$ cat config.mk
export PLATFORM = sky130hd
export DESIGN_NAME = ex_mem_stage
export DESIGN_NICKNAME = d
export VERILOG_FILES = /design/src/rtl/ex_mem_stage_pkg.sv /design/src/rtl/ex_mem_stage_pipe_fifo2.sv /design/src/rtl/ex_mem_stage.sv
export SDC_FILE = /design/constraint.sdc
export NUM_CORES = 1
export LEC_CHECK = 0
export CORE_AREA = 2 2 76 151
export DETAILED_ROUTE_END_ITERATION = 12
export DIE_AREA = 0 0 78 153
export GPL_ROUTABILITY_DRIVEN = 1
export HOLD_SLACK_MARGIN = 0.02
export PLACE_DENSITY = 0.9
export SLEW_MARGIN = 20
export SYNTH_ARGS = -nofsm -noshare
export SYNTH_HDL_FRONTEND = slang
export SYNTH_HIERARCHICAL = 1
export SYNTH_SLANG_ARGS = --single-unit
$ cat constraint.sdc
create_clock -name clk -period 2 [get_ports clk]
set_input_delay 0.5 -clock clk [delete_from_list [all_inputs] [get_ports clk]]
set_output_delay 0.5 -clock clk [all_outputs]
set_load 0.005 [all_outputs]
$ cat src/rtl/ex_mem_stage_pkg.sv
// ---------------------------------------------------------------------------
// ex_mem_stage_pkg
// Shared CPU definitions used by the EX/MEM pipeline buffer:
//   - destination register field width
//   - control-bit layout carried alongside each EX/MEM entry
//   - opcode / function constants of the CPU's instruction set
//   - payload_width() helper that sizes the packed EX/MEM entry
// ---------------------------------------------------------------------------
package ex_mem_stage_pkg;

    // Register-file index width (4 architectural registers).
    localparam int DEST_W = 2;

    // Occupancy counter width for the 2-entry buffer (values 0..2).
    localparam int OCC_W = 2;

    // Control bits that travel with an entry. Packed MSB-first, so is_halt
    // lands in bit 0 of the packed control field.
    typedef struct packed {
        logic mem_read;
        logic mem_write;
        logic reg_write;
        logic is_wwd;
        logic is_halt;
    } ctrl_t;

    localparam int CTRL_W = $bits(ctrl_t);

    // Opcode constants (4-bit primary opcode).
    localparam logic [3:0] OPC_ADI   = 4'd4;
    localparam logic [3:0] OPC_LWD   = 4'd7;
    localparam logic [3:0] OPC_SWD   = 4'd8;
    localparam logic [3:0] OPC_BNE   = 4'd0;
    localparam logic [3:0] OPC_JMP   = 4'd9;
    localparam logic [3:0] OPC_RTYPE = 4'd15;

    // Function constants for R-type instructions (6-bit function field).
    localparam logic [5:0] FUNC_ADD  = 6'd0;
    localparam logic [5:0] FUNC_SUB  = 6'd1;
    localparam logic [5:0] FUNC_WWD  = 6'd28;
    localparam logic [5:0] FUNC_HLT  = 6'd29;

    // Width of one packed entry: alu_result, store_data, pc, dest, control.
    function automatic int payload_width(input int word_size);
        return 3 * word_size + DEST_W + CTRL_W;
    endfunction

endpackage

$ cat src/rtl/ex_mem_stage_pipe_fifo2.sv
// ---------------------------------------------------------------------------
// pipe_fifo2
// Generic 2-entry in-order valid/ready FIFO with a registered head.
//   clk      in   single clock, rising edge
//   reset    in   synchronous, active-high; empties the FIFO and clears data
//   i_valid  in   upstream offers i_data
//   o_ready  out  FIFO can take an entry (not full, not in reset)
//   i_data   in   WIDTH-bit entry
//   o_valid  out  head entry present (not in reset)
//   i_ready  in   downstream takes the head
//   o_data   out  head entry, straight from a register
//   o_count  out  entries held, 0..2
// o_ready never looks at i_ready, so a full FIFO does not accept even when the
// head retires on the same edge; that keeps the upstream ready path short.
// ---------------------------------------------------------------------------
module pipe_fifo2 #(
    parameter int WIDTH = 8
) (
    input  logic             clk,
    input  logic             reset,
    input  logic             i_valid,
    output logic             o_ready,
    input  logic [WIDTH-1:0] i_data,
    output logic             o_valid,
    input  logic             i_ready,
    output logic [WIDTH-1:0] o_data,
    output logic [1:0]       o_count
);

    logic [1:0]       r_count;
    logic [WIDTH-1:0] r_head;
    logic [WIDTH-1:0] r_tail;
    logic             w_push;
    logic             w_pop;

    assign o_ready = !reset && (r_count != 2'd2);
    assign o_valid = !reset && (r_count != 2'd0);
    assign w_push  = i_valid && o_ready;
    assign w_pop   = o_valid && i_ready;
    assign o_data  = r_head;
    assign o_count = r_count;

    // NOTE: state is updated only with <= so every register in this block
    // samples the pre-edge values; mixing in = would make r_head/r_tail order
    // dependent on statement position.
    always_ff @(posedge clk) begin
        if (reset) begin
            r_count <= 2'd0;
            // NOTE: the two data slots are cleared too; with only two entries
            // this is cheap and keeps a stale entry from showing on o_data.
            r_head  <= '0;
            r_tail  <= '0;
        end else begin
            case (r_count)
                2'd0: begin
                    if (w_push) begin
                        r_head  <= i_data;
                        r_count <= 2'd1;
                    end
                end
                2'd1: begin
                    if (w_push && w_pop) begin
                        // Head leaves, newcomer takes its place directly.
                        r_head <= i_data;
                    end else if (w_push) begin
                        r_tail  <= i_data;
                        r_count <= 2'd2;
                    end else if (w_pop) begin
                        // Head keeps its last value as a don't-care.
                        r_count <= 2'd0;
                    end
                end
                2'd2: begin
                    if (w_pop) begin
                        r_head  <= r_tail;
                        r_count <= 2'd1;
                    end
                end
                default: r_count <= 2'd0;
            endcase
        end
    end

endmodule

$ cat src/rtl/ex_mem_stage.sv
// ---------------------------------------------------------------------------
// ex_mem_stage
// EX -> MEM pipeline buffer: 2-entry in-order FIFO plus halt tracking and a
// forwarding tap taken from the head entry.
//   clk, reset              single clock; synchronous active-high reset
//   ex_valid / ex_ready     upstream handshake (ex_ready ignores mem_ready)
//   ex_alu_result, ex_store_data, ex_pc, ex_dest, ex_mem_read, ex_mem_write,
//   ex_reg_write, ex_is_wwd, ex_is_halt
//                           entry payload, stored unmodified
//   mem_valid / mem_ready   downstream handshake
//   mem_alu_result, mem_store_data, mem_pc, mem_dest, mem_mem_read,
//   mem_mem_write, mem_reg_write, mem_is_wwd
//                           registered head entry
//   fwd_valid/dest/data     head result usable by EX operand muxes
//   occupancy               entries held (0..2)
//   halted                  sticky: a halt entry has retired
// ---------------------------------------------------------------------------
module ex_mem_stage
    import ex_mem_stage_pkg::*;
#(
    parameter int WORD_SIZE = 16,
    parameter int DEPTH     = 2
) (
    input  logic                 clk,
    input  logic                 reset,
    input  logic                 ex_valid,
    output logic                 ex_ready,
    input  logic [WORD_SIZE-1:0] ex_alu_result,
    input  logic [WORD_SIZE-1:0] ex_store_data,
    input  logic [WORD_SIZE-1:0] ex_pc,
    input  logic [DEST_W-1:0]    ex_dest,
    input  logic                 ex_mem_read,
    input  logic                 ex_mem_write,
    input  logic                 ex_reg_write,
    input  logic                 ex_is_wwd,
    input  logic                 ex_is_halt,
    output logic                 mem_valid,
    input  logic                 mem_ready,
    output logic [WORD_SIZE-1:0] mem_alu_result,
    output logic [WORD_SIZE-1:0] mem_store_data,
    output logic [WORD_SIZE-1:0] mem_pc,
    output logic [DEST_W-1:0]    mem_dest,
    output logic                 mem_mem_read,
    output logic                 mem_mem_write,
    output logic                 mem_reg_write,
    output logic                 mem_is_wwd,
    output logic                 fwd_valid,
    output logic [DEST_W-1:0]    fwd_dest,
    output logic [WORD_SIZE-1:0] fwd_data,
    output logic [OCC_W-1:0]     occupancy,
    output logic                 halted
);

    localparam int PAY_W = payload_width(WORD_SIZE);

    // The buffer is built around a fixed two-slot FIFO.
    if (DEPTH != 2) begin : g_depth_check
        $error("ex_mem_stage supports DEPTH == 2 only");
    end

    logic             r_halt_pending;
    logic             r_halted;
    ctrl_t            w_ex_ctrl;
    ctrl_t            w_head_ctrl;
    logic [PAY_W-1:0] w_ex_payload;
    logic [PAY_W-1:0] w_head_payload;
    logic             w_fifo_ready;
    logic             w_accept;
    logic             w_retire;

    assign w_ex_ctrl.mem_read  = ex_mem_read;
    assign w_ex_ctrl.mem_write = ex_mem_write;
    assign w_ex_ctrl.reg_write = ex_reg_write;
    assign w_ex_ctrl.is_wwd    = ex_is_wwd;
    assign w_ex_ctrl.is_halt   = ex_is_halt;

    assign w_ex_payload = {ex_alu_result, ex_store_data, ex_pc, ex_dest, w_ex_ctrl};

    // Once a halt is in flight nothing else may enter, so the FIFO only sees
    // ex_valid while no halt is pending.
    pipe_fifo2 #(
        .WIDTH (PAY_W)
    ) u_fifo (
        .clk     (clk),
        .reset   (reset),
        .i_valid (ex_valid && !r_halt_pending),
        .o_ready (w_fifo_ready),
        .i_data  (w_ex_payload),
        .o_valid (mem_valid),
        .i_ready (mem_ready),
        .o_data  (w_head_payload),
        .o_count (occupancy)
    );

    assign ex_ready = w_fifo_ready && !r_halt_pending;
    assign w_accept = ex_valid && ex_ready;
    assign w_retire = mem_valid && mem_ready;

    assign {mem_alu_result, mem_store_data, mem_pc, mem_dest, w_head_ctrl} = w_head_payload;
    assign mem_mem_read  = w_head_ctrl.mem_read;
    assign mem_mem_write = w_head_ctrl.mem_write;
    assign mem_reg_write = w_head_ctrl.reg_write;
    assign mem_is_wwd    = w_head_ctrl.is_wwd;

    // A load's alu_result is only the address, so it is not forwardable.
    assign fwd_valid = mem_valid && mem_reg_write && !mem_mem_read;
    assign fwd_dest  = mem_dest;
    assign fwd_data  = mem_alu_result;

    assign halted = r_halted;

    always_ff @(posedge clk) begin
        if (reset) begin
            r_halt_pending <= 1'b0;
            r_halted       <= 1'b0;
        end else begin
            if (w_accept && ex_is_halt) begin
                r_halt_pending <= 1'b1;
            end
            if (w_retire && w_head_ctrl.is_halt) begin
                r_halted <= 1'b1;
            end
        end
    end

endmodule

==> qor.csv <==
stage,metric,value,unit
run_status,status,completed,
pwr,sw frac,23.6,%
timing,max-slew violations,0,
floorplan,DIE WIDTH,78,um
route,drt wl/cell,19.6,um
critical_path,sum of buffers and inverters on the critical path,3,
synthesis,"Seq/Total Area, Yosys",43.8,%
global_route,GRT Total Usage,26.5,%
worst_hold_path,Hold EP,u_fifo/r_tail[32]$_SDFFE_PP0P_,
worst_hold_path,Hold Crit Start,u_fifo/r_tail[32]$_SDFFE_PP0P_,
placed_design,Placement Cell Area,6540,um2
synthesis,"flops & latches, synth",114,
floorplan,initial cell density of the core,48.2,%
pwr,worst ir drop on vdd,0.000850,V
final_layout,fraction of layout cells with a size suffix above 1,12.4,%
critical_path,worst-path cell chain,clkdlybuf4s50_1 > nor2b_1 > buf_4 > nand4bb_2 > buf_4 > o21ai_0 > a21oi_1,
synthesis,main combinational cell family by area after synthesis,compound AO/OA/AOI/OAI gates,
worst_hold_path,worst hold-check path type,reg2reg,
flow_run,maxcap violations,0,
timing,hold slack,474,ps
final_layout,Non-Filler Instances,807,
cts,H-tree depth,4,
route,TritonRoute pass-1 iters,5,
route,Routed WL,15800,um
critical_path,"slowest stage delay, CP",470,ps
critical_path,Critical Path AT,2220,ps
critical_path,r2r startpoint,r_halt_pending$_SDFFE_PP0P_,
critical_path,Reg2Reg Depth,6,
pwr,part of the power in registers,36.4,%
critical_path,"Max FO, Critical Path",18,
placed_design,Detail Placement HPWL,10100,um
timing,Slew @ Worst Pin,629,ps
cts,Root Driver,clkbuf_16,
placed_design,gpl congestion,0.823,
synthesis,post-synth top area cell,dfxtp_1,
synthesis,cell area after technology mapping,5210,um2
timing,final worst slack,48.2,ps
cts,clock slew at reported path FFs,50,ps
synthesis,Yosys top cell area share,43.8,%
pwr,Logic pwr share,15.4,%
route,detailed router's first-iteration violation count,371,
critical_path,R2R Path End,u_fifo/r_tail[2]$_SDFFE_PP0P_,
pwr,PD cells,953,nW/um2
critical_path,kind of cell adding the most delay to the critical path,buffers and inverters,
timing,"Period Utilization, post-route",97.6,%
route,DRC,0,
pwr,internal power,5.27,mW
cts,clk buf depth,2,
critical_path,Reg2Reg Setup Slack,310,ps
placed_design,Setup WS pre-CTS,-329,ps
critical_path,Critical path origin,ex_valid,
final_layout,nets,713,
timing,FMAX,512,MHz
timing,Setup-failing EPs final,0,
synthesis,Mapped Avg Cell Area,9.37,um2
floorplan,Die Y,153,um
synthesis,synth warn,6,
critical_path,kind of critical path,in2reg,
placed_design,Placed Cells,774,
floorplan,die footprint,11900,um2
synthesis,Adder-Cell Fraction of Synth Area,0,%
synthesis,Syn Inst Count,556,
floorplan,I/O Pins,137,
synthesis,Synth Net Count,615,
global_route,vias in the first global route,4986,
final_layout,final core occ,66.9,%
floorplan,core footprint,10800,um2
final_layout,post-route cell area,7230,um2
global_route,largest net degree at the start of global routing,107,
route,ANT nets after route,0,
synthesis,XOR/XNOR Fraction of Synth Area,0,%
pwr,P_leak,2.82,nW
critical_path,crit path launch type,primary input,
route,number of vias per cell,6.15,
timing,fin crit period,1950,ps
critical_path,Most common cell on crit path,buf_4,
floorplan,Cell Rows,54,
global_route,first-pass GRT wire length,25000,um
final_layout,diode count,0,
synthesis,Synth Area in Compound Gates,28.1,%
synthesis,simple logic cell fraction of the synthesized area,7.39,%
synthesis,"Distinct cells, synth",27,
critical_path,"Max stage delay cell, worst path",clkdlybuf4s50_1,
final_layout,area grow syn2layout,38.7,%
synthesis,dominant cells by area after synthesis,"dfxtp_1 (44%), a211oi_1 (15%), mux2i_1 (11%)",
timing,RSZ-0062 raised after global routing,false,
pwr,Clk pwr share,48.2,%
worst_hold_path,Hold Path Stages,2,
cts,Worst-Skew Late Latency,410,ps
timing,clk_skew,13.3,ps
cts,CTS tree,built,
cts,TritonCTS buffer count,17,
timing,Slew Limit Headroom,58.0,%
critical_path,Critical Path Sink Type,flip-flop,
placed_design,port bufs,136,
critical_path,required time of the critical path,2270,ps
cts,CTS sink cnt,114,
global_route,initial antenna violation count,0,
route,via count,4963,
timing,final hold viol count,0,
critical_path,Critical Path Stages,7,
pwr,NetSw,1.63,mW
global_route,GRT overflow,0,
synthesis,multiplexer area fraction after synthesis,10.8,%
-- metal layers --
| layer | track usage, % | wire (um) | part of all wire, % |
|---|---|---|---|
| met1 | 27.2 | 5680 | 36 |
| met2 | 47.7 | 8650 | 55 |
| met3 | 7.26 | 847 | 5.3 |
| met4 | 14.4 | 678 | 4.3 |
| met5 | 0 | 0 | 0 |
-- worst register-to-register path, stage by stage (launching register included) --
cell       delay, ps
dfxtp_1          320
nor2b_1          230
buf_4            190
nand4bb_2        150
buf_4            240
o21ai_0          280
a21oi_1          140
-- cells by family after synthesis --
| group | Yosys count |
|---|---|
| buffers and inverters | 86 |
| AO/OA/AOI/OAI | 226 |
| multiplexers | 56 |
| AND/OR/NAND/NOR | 74 |
| flip-flops | 114 |
-- how the worst max path moves through the flow --
stage	to
floorplan	ex_ready
finish	u_fifo/r_tail[2]$_SDFFE_PP0P_
global route	u_fifo/r_tail[2]$_SDFFE_PP0P_
CTS	ex_ready
global placement	u_fifo/r_tail[40]$_SDFFE_PP0P_
detailed placement	u_fifo/r_tail[20]$_SDFFE_PP0P_
-- metrics by stage --
stage,setup TNS (ps),power [mW]
after global placement,-16940,3.55
after global routing,0,7.12
after CTS,0,6.91
after floorplan,0,3.04
final,0,6.89
after detailed placement,-23890,3.59
-- layout by cell type (no fill, tap or decap), types with 2 or more instances in the layout --
cell type          n
clkdlybuf4s50_1  131
dfxtp_1          112
a211oi_1         101
mux2i_1           56
a21oi_1           56
nand3_1           55
o21ai_0           45
buf_4             20
clkbuf_16         17
o21ai_1           10
a211oi_2          10
nor2_1             5
bufinv_16          5
buf_12             5
clkinvlp_4         4
dlygate4sd2_1      4
nand2_1            3
buf_6              3
nor2b_1            2
a31oi_1            2
clkinv_2           2
clkbuf_8           2
clkinv_4           2
dfxtp_2            2
-- registers in the layout, summed over array words and instances, names as in the netlist --
register and flops:
halted 1, r_halt_pending 1, u_fifo/o_data 55, u_fifo/o_count 2, u_fifo/r_tail 55
-- repair_timing --
action	in CTS	in global routing
setup endpoints to repair	4	40
gates resized for setup	8	5
pin swaps	1	1
buffers inserted	1	0
hold buffers	0	0
-- area by class of cell --
class,count,area [um2]
flip-flops and latches,114,2280
inverters,1,3.75
fillers,817,3580
clock inverters,13,208
multi-input cells,356,2460
well taps,140,175
clock buffers,19,453
repair buffers,164,1650
-- synth_stat cells --
cell type and n:
a211oi_1 101, a211oi_2 10, a21o_1 1, a21oi_1 56, a31oi_1 2, and2_1 1
and3b_1 1, buf_1 2, buf_12 4, buf_2 28, buf_4 23, buf_6 1
clkbuf_1 27, dfxtp_1 114, inv_2 1, mux2i_1 56, nand2_1 3, nand2b_1 2
nand3_1 55, nand4bb_1 1, nor2_1 6, nor2b_1 3, nor4bb_1 1, o21a_1 1
o21ai_0 45, o21ai_1 10, or3b_1 1
-- power groups by stage --
stage / logic, mW / clock network, mW / registers [mW]
floorplan: 0.503 / 0 / 2.54
global placement: 1.00 / 0 / 2.54
detailed placement: 1.04 / 0 / 2.55
CTS: 1.05 / 3.36 / 2.50
global route: 1.13 / 3.47 / 2.52
finish: 1.06 / 3.32 / 2.51
Power figures use the tool's default switching activity.
